<file path="config.mk">
export PLATFORM = sky130hd
export DESIGN_NAME = binary_round_ctrl
export DESIGN_NICKNAME = d
export VERILOG_FILES = /design/src/rtl/binary_round_ctrl.sv
export SDC_FILE = /design/constraint.sdc
export NUM_CORES = 1
export LEC_CHECK = 0
export ABC_AREA = 1
export CAP_MARGIN = 25
export CELL_PAD_IN_SITES_DETAIL_PLACEMENT = 1
export CELL_PAD_IN_SITES_GLOBAL_PLACEMENT = 1
export CORE_ASPECT_RATIO = 0.8
export CORE_MARGIN = 4
export CORE_UTILIZATION = 31
export CTS_CLUSTER_SIZE = 16
export DETAILED_ROUTE_END_ITERATION = 10
export GPL_TIMING_DRIVEN = 1
export PLACE_DENSITY = 0.83
export SYNTH_ARGS = -nofsm -noshare
export SYNTH_HDL_FRONTEND = slang
export SYNTH_SLANG_ARGS = --single-unit
</file>
<file path="constraint.sdc">
create_clock -name Clk -period 4.12 [get_ports Clk]
set_input_delay 0.618 -clock Clk [delete_from_list [all_inputs] [get_ports Clk]]
set_output_delay 0.618 -clock Clk [all_outputs]
set_load 0.005 [all_outputs]
</file>
<file path="src/rtl/binary_round_ctrl.sv">
// ============================================================================
//  Module      : binary_round_ctrl
//  Description : Round sequencer for one Play session of the binary game:
//                target load, per-round countdown, guess judging, scoring.
//  Revision    : 1.0  initial release
// ============================================================================
`default_nettype none

module binary_round_ctrl #(
    parameter int NUM_ROUNDS = 10,
    parameter int TIME_LIMIT = 30
) (
    input  logic       Clk,
    input  logic       Reset,
    input  logic       Start,
    input  logic       Select,
    input  logic       Quit,
    input  logic       tick,
    input  logic [7:0] rand_in,
    input  logic [7:0] userNumber,
    output logic [7:0] target,
    output logic [7:0] score,
    output logic [3:0] round,
    output logic [5:0] time_left,
    output logic       correct,
    output logic       q_Idle,
    output logic       q_Load,
    output logic       q_Guess,
    output logic       q_Judge,
    output logic       q_Done
);

    typedef enum logic [2:0] {
        S_IDLE  = 3'd0,
        S_LOAD  = 3'd1,
        S_GUESS = 3'd2,
        S_JUDGE = 3'd3,
        S_DONE  = 3'd4
    } state_t;

    localparam logic [3:0] c_lastRound = 4'(NUM_ROUNDS);
    localparam logic [5:0] c_timeLimit = 6'(TIME_LIMIT);

    state_t     r_state;
    state_t     w_nextState;
    logic [7:0] r_target;
    logic [7:0] r_score;
    logic [3:0] r_round;
    logic [5:0] r_timeLeft;
    logic       r_hit;
    logic       r_correct;

    logic [3:0] w_roundInc;
    logic       w_expire;

    assign w_roundInc = r_round + 4'd1;
    assign w_expire   = tick && (r_timeLeft == 6'd1);

    // State register
    always_ff @(posedge Clk or posedge Reset) begin
        if (Reset) begin
            r_state <= S_IDLE;
        end else begin
            r_state <= w_nextState;
        end
    end

    // Next-state logic; priority Quit > Select > tick
    always_comb begin
        w_nextState = r_state;
        case (r_state)
            S_IDLE: begin
                if (Start) w_nextState = S_LOAD;
            end
            S_LOAD: begin
                w_nextState = Quit ? S_DONE : S_GUESS;
            end
            S_GUESS: begin
                if (Quit)                  w_nextState = S_DONE;
                else if (Select || w_expire) w_nextState = S_JUDGE;
            end
            S_JUDGE: begin
                if (Quit || (w_roundInc == c_lastRound)) w_nextState = S_DONE;
                else                                     w_nextState = S_LOAD;
            end
            S_DONE: begin
                if (Start || Quit) w_nextState = S_IDLE;
            end
            default: w_nextState = S_IDLE;
        endcase
    end

    // Session datapath
    always_ff @(posedge Clk or posedge Reset) begin
        if (Reset) begin
            r_target   <= 8'd0;
            r_score    <= 8'd0;
            r_round    <= 4'd0;
            r_timeLeft <= 6'd0;
            r_hit      <= 1'b0;
            r_correct  <= 1'b0;
        end else begin
            r_correct <= 1'b0;
            case (r_state)
                S_IDLE: begin
                    if (Start) begin
                        r_score <= 8'd0;
                        r_round <= 4'd0;
                    end
                end
                S_LOAD: begin
                    // A zero target is not a useful puzzle; substitute 1
                    r_target   <= (rand_in == 8'd0) ? 8'd1 : rand_in;
                    r_timeLeft <= c_timeLimit;
                end
                S_GUESS: begin
                    if (!Quit) begin
                        if (tick && (r_timeLeft != 6'd0)) begin
                            r_timeLeft <= r_timeLeft - 6'd1;
                        end
                        r_hit <= Select && (userNumber == r_target);
                    end
                end
                S_JUDGE: begin
                    if (!Quit) begin
                        r_round <= w_roundInc;
                        if (r_hit) begin
                            r_correct <= 1'b1;
                            if (r_score != 8'hFF) r_score <= r_score + 8'd1;
                        end
                    end
                end
                default: begin
                end
            endcase
        end
    end

    assign target    = r_target;
    assign score     = r_score;
    assign round     = r_round;
    assign time_left = r_timeLeft;
    assign correct   = r_correct;

    assign q_Idle  = (r_state == S_IDLE);
    assign q_Load  = (r_state == S_LOAD);
    assign q_Guess = (r_state == S_GUESS);
    assign q_Judge = (r_state == S_JUDGE);
    assign q_Done  = (r_state == S_DONE);

endmodule

`default_nettype wire
</file>
==> flow_metrics.tcl <==
set metrics [dict create \
    cts_setup_buffers 0 \
    antennaDiodeCount 0 \
    synth_flop_cell "dfrtp_1" \
    die_height_um 78.6 \
    cts_sinks 31 \
    synthToLayoutAreaGrowth_pct 37.0 \
    fin_util_pct 44.2 \
    drt_pass1_iterations 4 \
    finalClockSkew_ns 0.00937 \
    final_common_cell "nand2_1" \
    cellPowerDensity_nw_per_um2 585 \
    cpMaxStageDelayCell "clkdlybuf4s50_1" \
    worstSetupPathType "reg2out" \
    hold_viol_final 0 \
    hold_ws_ns 0.502 \
    cellLeakagePower_nw 1.23 \
    synth.avg_cell_area_um2 7.25 \
    reg2reg_to "time_left[4]" \
    io_pins 54 \
    peakVddDrop_uv 239 \
    crit_required_ns 3.50 \
    rsz0062_at_grt "no" \
    grt_pass1_wl_um 9590 \
    finalCritPeriodShare_pct 56.8 \
    initial_core_util_pct 32.3 \
    cts_resized 0 \
    status "complete, no violations" \
    synth-seq-cells 31 \
    synth_cell_types 25 \
    fp.dieW_um 96.2 \
    clk_pin_slew_worst_paths_ns 0.07 \
    wl_per_cell_um 13.6 \
    min_from "r_hit" \
    overflow 0 \
    dp_hpwl_um 4350 \
    whs_path_depth 2 \
    globalplace.congestion 0.799 \
    cts_tree "done" \
    min_to "r_hit" \
    slew_violations 0 \
    core_um2 5970 \
    regToRegSetupSlack_ns 2.42 \
    clock_latency_ns 0.29 \
    r2r-start "r_state[2]" \
    hold_class "reg2reg" \
    critPathTopFamily "buffers and inverters" \
    fin_nets 352 \
    async_reset_ff_share_pct 100 \
    finalWorstSetupSlack_ns 1.78 \
    post-place-ws_ns 2.05 \
    clock-root-buffer "clkbuf_8" \
    clock_path_buffers 2 \
    tightest_slew_ns 0.421 \
    ys_seq_area_share_pct 40.2 \
    rows 25 \
    fmax_mhz 427 \
    final_cell_mix "nand2_1 (80), clkdlybuf4s50_1 (53), inv_1 (42)" \
    cp_max_fo 7 \
    dr_wl_met3_um 229 \
    m1WireLength_um 2660 \
    cp-start-kind "register" \
    htree_levels 2 \
    synth_fp_nets 294 \
    synth_area_um2 1930 \
    drive_gt1_share_pct 7.72 \
    instances_no_fill 405 \
    drt-initial-drc-count 64 \
    numCtsBuffers 5 \
    highest_layer "met4" \
    grt_max_degree 32 \
    grt_antenna_before_repair 0 \
    cts_hold_buf 0 \
    relSlewSlack_pct 71.9 \
    setup_viol 0 \
    finalCriticalPeriod_ns 2.34 \
    grt_use_total_pct 16.3 \
    endpoint_kind "output port" \
    crit_chain "inv_2, nand3_2, inv_1, clkdlybuf4s50_1" \
    arrival_ns 1.72 \
    fin_setup_tns_ns 0 \
    synth_edf_count 0 \
    port_buffers 53 \
    drv_cap 0 \
    grt_pass1_vias 2032 \
    met2WireLength_um 2540 \
    ant_nets 0 \
    syn-instance-count 266 \
    drc 0 \
    cpPeakStageDelay_ns 0.56 \
    die_area_um2 7560 \
    yosysWarnings 0 \
    wl_um 5500 \
    vias 1894 \
    placed_cells 398 \
    vias_per_cell 4.68 \
    r2r_cells 7 \
    critPathBufInv 3 \
]
power breakdown:
| group | switching [mW] | total (mW) | internal, mW | leakage, nW |
|---|---|---|---|---|
| Clock | 0.118 | 0.295 | 0.177 | 0.0513 |
| Sequential | 0.109 | 0.504 | 0.395 | 0.404 |
| Combinational | 0.404 | 0.748 | 0.344 | 0.776 |
| Total | 0.631 | 1.55 | 0.916 | 1.23 |
synthesized netlist by cell type, types with 2 or more instances:
master	count	area, um^2
o21ai_2	5	43.8
nand4_1	5	31.3
a21oi_1	3	15.0
buf_2	2	10.0
o21ai_0	14	70.1
nand3_1	25	125
nand2_1	80	300
xnor2_1	4	35.0
inv_1	42	158
nand3b_1	3	22.5
ha_1	6	75.1
o22ai_1	2	12.5
o21bai_1	3	22.5
or2_2	2	12.5
nor2_1	25	93.8
nand2_2	4	25.0
dfrtp_1	31	776
nand2_4	2	22.5
nor3_1	2	10.0
state kept, by name, indices dropped and copies added, names as in the netlist:
name / count
score: 8
target: 8
correct: 1
r_hit: 1
round: 4
r_state: 3
time_left: 6
kinds of logic after synthesis:
| kind of cell | Yosys count | synth area share [%] |
|---|---|---|
| buffers and inverters | 47 | 10.2 |
| AOI/OAI and AO/OA | 27 | 8.50 |
| adders and majority gates | 6 | 3.89 |
| and+or+nand+nor | 151 | 35.3 |
| DFF | 31 | 40.2 |
| xor gates and xnor gates | 4 | 1.82 |
final cells by class:
type | instances | area, um^2
Clock inverter | 1 | 30.0
Sequential cell | 31 | 776
Inverter | 43 | 161
Fill cell | 752 | 3330
Multi-Input combinational cell | 188 | 956
Clock buffer | 6 | 72.6
Timing Repair Buffer | 55 | 546
Tap cell | 81 | 101
worst max path at each step:
stage / start / depth (start not counted) / to
2_1_floorplan: r_state[2] / 2 / q_Load
6_report: r_state[2] / 4 / q_Guess
3_5_place_dp: Quit / 7 / score[1]
3_3_place_gp: r_state[1] / 4 / q_Idle
5_1_grt: r_state[1] / 4 / q_Idle
4_1_cts: r_state[2] / 4 / q_Guess
worst min-delay path, stage by stage, from the launching register on:
cell     delay, ns
dfrtp_1       0.36
nand2_1       0.06
nand2_1       0.06
stage by stage:
step,instance area [um^2],power [mW]
floorplan,1930,0.931
global placement,2540,1.22
detailed placement,2540,1.26
global route,2640,1.69
CTS,2640,1.57
finish,2640,1.55
metal layers:
layer	vias to the layer above	global-route usage, %
met5	-	0
met4	0	5.68
met3	7	4.31
met2	44	25.8
met1	899	21.2
li1	944	-
Power figures use the tool's default switching activity.
